File: config.mk
export PLATFORM = sky130hd
export DESIGN_NAME = act_weight_dispatcher_flat
export DESIGN_NICKNAME = d
export VERILOG_FILES = /design/src/rtl/act_weight_dispatcher_if.sv /design/src/rtl/act_weight_dispatcher.sv /design/src/flat_wrapper.sv
export SDC_FILE = /design/constraint.sdc
export NUM_CORES = 1
export LEC_CHECK = 0
export BUFFER_PORTS_ARGS = -buffer_cell sky130_fd_sc_hd__buf_2
export CAP_MARGIN = 20
export CORE_ASPECT_RATIO = 2
export CORE_MARGIN = 4
export CORE_UTILIZATION = 51
export DETAILED_ROUTE_END_ITERATION = 10
export PLACE_DENSITY_LB_ADDON = 0.1
export RECOVER_POWER = 25
export SYNTH_ARGS = -nofsm -noshare
export SYNTH_HDL_FRONTEND = slang
export SYNTH_SLANG_ARGS = --single-unit
File: constraint.sdc
create_clock -name clk -period 3.2 [get_ports clk]
set_clock_uncertainty 0.05 [all_clocks]
set_input_delay 0.64 -clock clk [delete_from_list [all_inputs] [get_ports clk]]
set_output_delay 0.64 -clock clk [all_outputs]
set_load 0.02 [all_outputs]
File: src/rtl/act_weight_dispatcher_if.sv
// Handshake bundle for the activation/weight dispatcher: configuration, weight and
// activation-group inputs, and the leader output stream.
interface act_weight_dispatcher_if #(
    parameter int DATA_WIDTH             = 8,
    parameter int GROUP_SIZE             = 4,
    parameter int LOG_MAX_ITERS          = 16,
    parameter int LOG_MAX_READS_PER_ITER = 16
);
    localparam int REP_INFO     = GROUP_SIZE * GROUP_SIZE;
    localparam int ZERO_INFO    = GROUP_SIZE;
    localparam int INPUT_WIDTH  = GROUP_SIZE * DATA_WIDTH + REP_INFO + ZERO_INFO;
    localparam int OUTPUT_WIDTH = 2 * DATA_WIDTH + REP_INFO + ZERO_INFO;

    logic                              configure;
    logic [LOG_MAX_ITERS-1:0]          num_iters;
    logic [LOG_MAX_READS_PER_ITER-1:0] num_reads_per_iter;
    logic [INPUT_WIDTH-1:0]            act_data_in;
    logic                              act_valid_in;
    logic                              act_avail_out;
    logic [DATA_WIDTH-1:0]             weight_data_in;
    logic                              weight_valid_in;
    logic                              weight_avail_out;
    logic [OUTPUT_WIDTH-1:0]           data_out;
    logic                              valid_out;
    logic                              avail_in;

    modport master (
        output configure, num_iters, num_reads_per_iter,
        output act_data_in, act_valid_in, weight_data_in, weight_valid_in, avail_in,
        input  act_avail_out, weight_avail_out, data_out, valid_out
    );

    modport slave (
        input  configure, num_iters, num_reads_per_iter,
        input  act_data_in, act_valid_in, weight_data_in, weight_valid_in, avail_in,
        output act_avail_out, weight_avail_out, data_out, valid_out
    );
endinterface

File: src/rtl/act_weight_dispatcher.sv
// Front-end of the sparse MAC path: latches a weight per iteration, then streams out
// only the unique, non-zero activations (leaders) of each incoming group.
//
// state       | meaning
// ------------+-----------------------------------------------------------
// IDLE        | after reset, nothing accepted until configure
// WAIT_WEIGHT | weight_avail_out high, waiting for this iteration's weight
// WAIT_ACT    | act_avail_out high, waiting for the next activation group
// DISPATCH    | emitting pending leaders, one per free output slot
// DONE        | all iterations consumed, waiting for configure
module act_weight_dispatcher #(
    parameter int DATA_WIDTH             = 8,
    parameter int GROUP_SIZE             = 4,
    parameter int LOG_MAX_ITERS          = 16,
    parameter int LOG_MAX_READS_PER_ITER = 16
) (
    input  logic                      clk,
    input  logic                      rst,
    act_weight_dispatcher_if.slave    bus
);
    localparam int REP_INFO  = GROUP_SIZE * GROUP_SIZE;
    localparam int ZERO_INFO = GROUP_SIZE;
    localparam int VAL_BITS  = GROUP_SIZE * DATA_WIDTH;

    typedef enum logic [2:0] {
        IDLE,
        WAIT_WEIGHT,
        WAIT_ACT,
        DISPATCH,
        DONE
    } state_t;

    state_t                            state;
    logic [LOG_MAX_ITERS-1:0]          iters_cfg;
    logic [LOG_MAX_READS_PER_ITER-1:0] reads_cfg;
    logic [LOG_MAX_ITERS-1:0]          iter_cnt;
    logic [LOG_MAX_READS_PER_ITER-1:0] read_cnt;
    logic [DATA_WIDTH-1:0]             weight_r;
    logic [VAL_BITS-1:0]               vals_r;
    logic [REP_INFO-1:0]               rep_r;
    logic [ZERO_INFO-1:0]              zero_r;
    logic [GROUP_SIZE-1:0]             leader_r;

    logic [REP_INFO-1:0]               in_rep;
    logic [ZERO_INFO-1:0]              in_zero;
    logic [GROUP_SIZE-1:0]             in_leader;
    logic [GROUP_SIZE-1:0]             lead_onehot;
    logic [GROUP_SIZE-1:0]             leader_next;
    logic [DATA_WIDTH-1:0]             lead_val;
    logic [LOG_MAX_ITERS-1:0]          iters_inc;
    logic [LOG_MAX_READS_PER_ITER-1:0] reads_inc;
    logic                              slot_free;
    logic                              group_end;

    assign in_rep  = bus.act_data_in[VAL_BITS +: REP_INFO];
    assign in_zero = bus.act_data_in[VAL_BITS + REP_INFO +: ZERO_INFO];

    // A leader is the first occurrence of its value (diagonal bit) and not zero.
    always_comb begin
        in_leader = '0;
        for (int k = 0; k < GROUP_SIZE; k++) begin
            in_leader[k] = in_rep[k * GROUP_SIZE + k] & ~in_zero[k];
        end
    end

    // Lowest pending leader wins so output order follows element index.
    always_comb begin
        lead_onehot = '0;
        lead_val    = '0;
        for (int k = GROUP_SIZE - 1; k >= 0; k--) begin
            if (leader_r[k]) begin
                lead_onehot    = '0;
                lead_onehot[k] = 1'b1;
                lead_val       = vals_r[k * DATA_WIDTH +: DATA_WIDTH];
            end
        end
    end

    assign leader_next = leader_r & ~lead_onehot;
    assign slot_free   = !bus.valid_out || bus.avail_in;
    assign reads_inc   = read_cnt + 1'b1;
    assign iters_inc   = iter_cnt + 1'b1;
    assign group_end   = (state == DISPATCH) &&
                         ((leader_r == '0) || (slot_free && (leader_next == '0)));

    always_ff @(posedge clk) begin
        if (rst) begin
            state                <= IDLE;
            iters_cfg            <= '0;
            reads_cfg            <= '0;
            iter_cnt             <= '0;
            read_cnt             <= '0;
            weight_r             <= '0;
            vals_r               <= '0;
            rep_r                <= '0;
            zero_r               <= '0;
            leader_r             <= '0;
            bus.data_out         <= '0;
            bus.valid_out        <= 1'b0;
            bus.act_avail_out    <= 1'b0;
            bus.weight_avail_out <= 1'b0;
        end else if (bus.configure) begin
            iters_cfg         <= bus.num_iters;
            reads_cfg         <= bus.num_reads_per_iter;
            iter_cnt          <= '0;
            read_cnt          <= '0;
            leader_r          <= '0;
            bus.valid_out     <= 1'b0;
            bus.act_avail_out <= 1'b0;
            if ((bus.num_iters == '0) || (bus.num_reads_per_iter == '0)) begin
                state                <= DONE;
                bus.weight_avail_out <= 1'b0;
            end else begin
                state                <= WAIT_WEIGHT;
                bus.weight_avail_out <= 1'b1;
            end
        end else begin
            // Drain the output slot; an emission below overrides this.
            if (bus.avail_in) begin
                bus.valid_out <= 1'b0;
            end

            case (state)
                WAIT_WEIGHT: begin
                    if (bus.weight_valid_in && bus.weight_avail_out) begin
                        weight_r             <= bus.weight_data_in;
                        bus.weight_avail_out <= 1'b0;
                        bus.act_avail_out    <= 1'b1;
                        state                <= WAIT_ACT;
                    end
                end
                WAIT_ACT: begin
                    if (bus.act_valid_in && bus.act_avail_out) begin
                        vals_r            <= bus.act_data_in[VAL_BITS-1:0];
                        rep_r             <= in_rep;
                        zero_r            <= in_zero;
                        leader_r          <= in_leader;
                        bus.act_avail_out <= 1'b0;
                        state             <= DISPATCH;
                    end
                end
                DISPATCH: begin
                    if ((leader_r != '0) && slot_free) begin
                        bus.data_out  <= {zero_r, rep_r, weight_r, lead_val};
                        bus.valid_out <= 1'b1;
                        leader_r      <= leader_next;
                    end
                end
                default: ;
            endcase

            if (group_end) begin
                if (reads_inc < reads_cfg) begin
                    read_cnt          <= reads_inc;
                    bus.act_avail_out <= 1'b1;
                    state             <= WAIT_ACT;
                end else begin
                    read_cnt <= '0;
                    iter_cnt <= iters_inc;
                    if (iters_inc < iters_cfg) begin
                        bus.weight_avail_out <= 1'b1;
                        state                <= WAIT_WEIGHT;
                    end else begin
                        state <= DONE;
                    end
                end
            end
        end
    end
endmodule

File: src/flat_wrapper.sv
// flat-port wrapper written by rule: the top's interface ports become plain ports
module act_weight_dispatcher_flat 
#(
    parameter int DATA_WIDTH             = 8,
    parameter int GROUP_SIZE             = 4,
    parameter int LOG_MAX_ITERS          = 16,
    parameter int LOG_MAX_READS_PER_ITER = 16
)
  (clk, rst, bus_configure, bus_num_iters, bus_num_reads_per_iter, bus_act_data_in, bus_act_valid_in, bus_weight_data_in, bus_weight_valid_in, bus_avail_in, bus_act_avail_out, bus_weight_avail_out, bus_data_out, bus_valid_out);
  act_weight_dispatcher_if #(.DATA_WIDTH(DATA_WIDTH), .GROUP_SIZE(GROUP_SIZE), .LOG_MAX_ITERS(LOG_MAX_ITERS), .LOG_MAX_READS_PER_ITER(LOG_MAX_READS_PER_ITER)) bus_i ();
  input  logic clk;
  input  logic rst;
  input wire logic [$bits(bus_i.configure)-1:0] bus_configure;
  input wire logic [$bits(bus_i.num_iters)-1:0] bus_num_iters;
  input wire logic [$bits(bus_i.num_reads_per_iter)-1:0] bus_num_reads_per_iter;
  input wire logic [$bits(bus_i.act_data_in)-1:0] bus_act_data_in;
  input wire logic [$bits(bus_i.act_valid_in)-1:0] bus_act_valid_in;
  input wire logic [$bits(bus_i.weight_data_in)-1:0] bus_weight_data_in;
  input wire logic [$bits(bus_i.weight_valid_in)-1:0] bus_weight_valid_in;
  input wire logic [$bits(bus_i.avail_in)-1:0] bus_avail_in;
  output wire logic [$bits(bus_i.act_avail_out)-1:0] bus_act_avail_out;
  output wire logic [$bits(bus_i.weight_avail_out)-1:0] bus_weight_avail_out;
  output wire logic [$bits(bus_i.data_out)-1:0] bus_data_out;
  output wire logic [$bits(bus_i.valid_out)-1:0] bus_valid_out;
  assign bus_i.configure = bus_configure;
  assign bus_i.num_iters = bus_num_iters;
  assign bus_i.num_reads_per_iter = bus_num_reads_per_iter;
  assign bus_i.act_data_in = bus_act_data_in;
  assign bus_i.act_valid_in = bus_act_valid_in;
  assign bus_i.weight_data_in = bus_weight_data_in;
  assign bus_i.weight_valid_in = bus_weight_valid_in;
  assign bus_i.avail_in = bus_avail_in;
  assign bus_act_avail_out = bus_i.act_avail_out;
  assign bus_weight_avail_out = bus_i.weight_avail_out;
  assign bus_data_out = bus_i.data_out;
  assign bus_valid_out = bus_i.valid_out;
  act_weight_dispatcher #(.DATA_WIDTH(DATA_WIDTH), .GROUP_SIZE(GROUP_SIZE), .LOG_MAX_ITERS(LOG_MAX_ITERS), .LOG_MAX_READS_PER_ITER(LOG_MAX_READS_PER_ITER)) u_core (.clk(clk), .rst(rst), .bus(bus_i));
endmodule
==> qor.csv <==
metric;value;unit
DRC;0;
placed cell count;1279;
post-synth top area cell;dfxtp_1;
Post-CTS Hold Fix Bufs;0;
Max VDD drop;0.000341;V
CTS max path bufs;2;
Worst EP arrival;3.38;ns
Distinct cells, synth;56;
area grow syn2layout;23.4;%
CP dominant cell by count;buf_4;
Ant. Diodes;0;
Pleak;3.91;nW
die width;95.1;um
mapped cell area;7750;um2
first-pass GRT wire length;32000;um
Routability Congestion;0.860;
worst hold path class;register to register;
slew margin rel.;-0.547;
Initial Utilization;0.520;
post-synthesis sequential area ratio;0.439;
failing checks;capacitance limit, slew limit;
largest net degree at the start of global routing;55;
drt wl/cell;15.3;um
worst setup margin;0.119;ns
Site Rows;63;
share of post-route cells with drive strength above 1;0.212;
vias in the first global route;6869;
fin nets;1235;
Pre-antenna DRT Iters;6;
delay-heaviest family, CP;simple AND/OR/NAND/NOR gates;
Clock transition at path regs;0.07;ns
Slew Viols, Final;55;
area share of the leading cell type in the synthesized netlist;0.439;
Detailed Route WL;20100;um
die footprint;17300;um2
Critical Path Sink Type;register;
Post-synth EDFFs;0;
Synth top cells by count;nand2_1, dfxtp_1, a21oi_1, nor2_1, clkbuf_1;
worst-path cell chain;and3_1 > and3_4 > nand4_1 > buf_4 > xnor2_1 > ha_1 > nand4_1 > buf_4 > nor2_2 > a31oi_4 > a21o_4 > buf_4 > or3_1 > a21oi_1;
clock latency on the worst-skew pair;0.42;ns
Crit-path slowest cell;dfxtp_1;
Synth async-reset ratio;0;
setup slack, reg-to-reg;0.12;ns
Post-Syn Nets;1082;
IO buf count;136;
design area;9560;um2
Seq pwr share;0.480;
cells taking the most area after synthesis;dfxtp_1, nand2_1, a21oi_1;
Worst Tran Pin Value;2.32;ns
hold slack;0.399;ns
max frequency;0.325;GHz
gr usage total;0.232;
flops & latches, synth;170;
clock share of power;0.464;
HPWL Detailed;14500;um
hold path cells;2;
Setup TNS Final;0;ns
initial antenna violation count;0;
min Tclk post-route;3.08;ns
Req. time, crit path;3.50;ns
CTS Root Cell;clkbuf_16;
MaxCap Viol Count;1;
total CTS buffers;17;
most frequent cell after synthesis;nand2_1;
Final setup viols;0;
pre-CTS setup slack;-0.0378;ns
Synth Flop Type;dfxtp_1;
startpoint types;register;
CTS tree;built;
HP Start;u_core.weight_r[0]$_SDFFE_PP0P_;
Vias;7059;
num ports;137;
fin crit share;0.963;
Die Ht;182;um
R2R Path Start;u_core.read_cnt[4]$_SDFFE_PP0P_;
Layout Cells excl Fill;1313;
Starting DRT DRC Count;262;
Crit Path Max Fanout;6;
Routed Antenna Nets;0;
core area;14900;um2
Final Hold Fails;0;
Combinational Power Share;0.055;
Syn. warnings;0;
Crit Reg-Reg Endpoint;u_core.iter_cnt[11]$_SDFFE_PP0P_;
status;finished, violations left;
Crit path buffers/inverters;3;
Sw Share;0.234;
Crit path largest cell delay;0.36;ns
Hold EP;u_core.bus.data_out[8]$_SDFFE_PP0P_;
vias per cell;5.38;
Pint;3.44;mW
Post-Syn Area per Cell;8.14;um2
Post-Syn Instances;952;
total global routing overflow;0;
PwrDens;470;nW/um2
R2R depth;14;
Switch Pwr;1.05;mW
WS Path Type;register to register;
Clock Sinks;170;
Clock H-tree levels;4;
Area after DPL;8890;um2
-- repair_timing --
item,in CTS,in global routing
endpoints found under the setup margin,1,28
gates resized for setup,1,20
pin swaps,0,9
buffers inserted,0,2
-- flip-flops by register name, indices dropped and copies added (netlist names), 8 cells and up --
signal               cells
u_core.reads_cfg        16
u_core.read_cnt         16
u_core.iter_cnt         16
u_core.bus.data_out     36
u_core.weight_r          8
u_core.rep_r            16
u_core.iters_cfg        16
u_core.vals_r           32
-- power by group through the flow --
stage	Sequential, mW	Combinational (mW)	Clock [mW]
global route	2.16	0.275	2.22
detailed placement	2.21	0.243	0
finish	2.16	0.249	2.08
floorplan	2.20	0.130	0
global placement	2.20	0.241	0
CTS	2.16	0.245	2.12
-- cells in the final DEF, fill, tap and decap left out, types with 17 or more instances in the layout --
master and count:
a21oi_1 120, buf_2 115, buf_4 52, clkbuf_1 22, clkbuf_16 17, dfxtp_1 164
ha_1 31, inv_1 38, mux2i_1 42, nand2_1 202, nand3_1 18, nor2_1 80
o21ai_0 21, xnor2_1 18
-- layer usage --
metal  GRT usage  vias to the layer above  wire length, um
met4       0.117                        0              683
met2       0.422                      158            10900
li1            -                     3555                -
met5           0                        -                0
met3      0.0417                       47              816
met1       0.248                     3299             7620
-- final cells by class --
type	instances	area, um2
Tap cell	195	244
Timing Repair Buffer	191	1090
Clock inverter	14	165
Multi-Input combinational cell	687	4070
Fill cell	1362	5340
Clock buffer	18	439
Sequential cell	170	3410
Inverter	38	143
-- tightest hold or removal path, stage by stage (launching register included) --
cell and delay (ns):
dfxtp_1 0.31, nand2_1 0.05, a21oi_1 0.05
-- metrics by stage --
| stage | util | total power [mW] |
|---|---|---|
| finish | 0.642 | 4.49 |
| global route | 0.642 | 4.65 |
| CTS | 0.638 | 4.52 |
| detailed placement | 0.597 | 2.45 |
| global placement | 0.597 | 2.45 |
| floorplan | - | 2.33 |
-- how the worst max path moves through the flow --
| stage | from | to | depth (start not counted) |
|---|---|---|---|
| after floorplan | u_core.iter_cnt[2]$_SDFFE_PP0P_ | u_core.bus.weight_avail_out$_SDFF_PP0_ | 12 |
| after global placement | u_core.iter_cnt[0]$_SDFFE_PP0P_ | u_core.bus.weight_avail_out$_SDFF_PP0_ | 12 |
| after detailed placement | u_core.iter_cnt[0]$_SDFFE_PP0P_ | u_core.bus.weight_avail_out$_SDFF_PP0_ | 12 |
| after CTS | u_core.iter_cnt[1]$_SDFFE_PP0P_ | u_core.bus.weight_avail_out$_SDFF_PP0_ | 12 |
| after global routing | u_core.read_cnt[1]$_SDFFE_PP0P_ | u_core.iter_cnt[11]$_SDFFE_PP0P_ | 14 |
| final | u_core.read_cnt[4]$_SDFFE_PP0P_ | u_core.iter_cnt[11]$_SDFFE_PP0P_ | 14 |
-- cells by family after synthesis --
family,share of synthesized area
and+or+nand+nor,0.218
buffers and inverters,0.0499
muxes,0.0543
DFF,0.439
AOI/OAI and AO/OA,0.149
adders and majority gates,0.0531
xor gates and xnor gates,0.0362
Note: power is estimated with default switching activity, not from simulation.
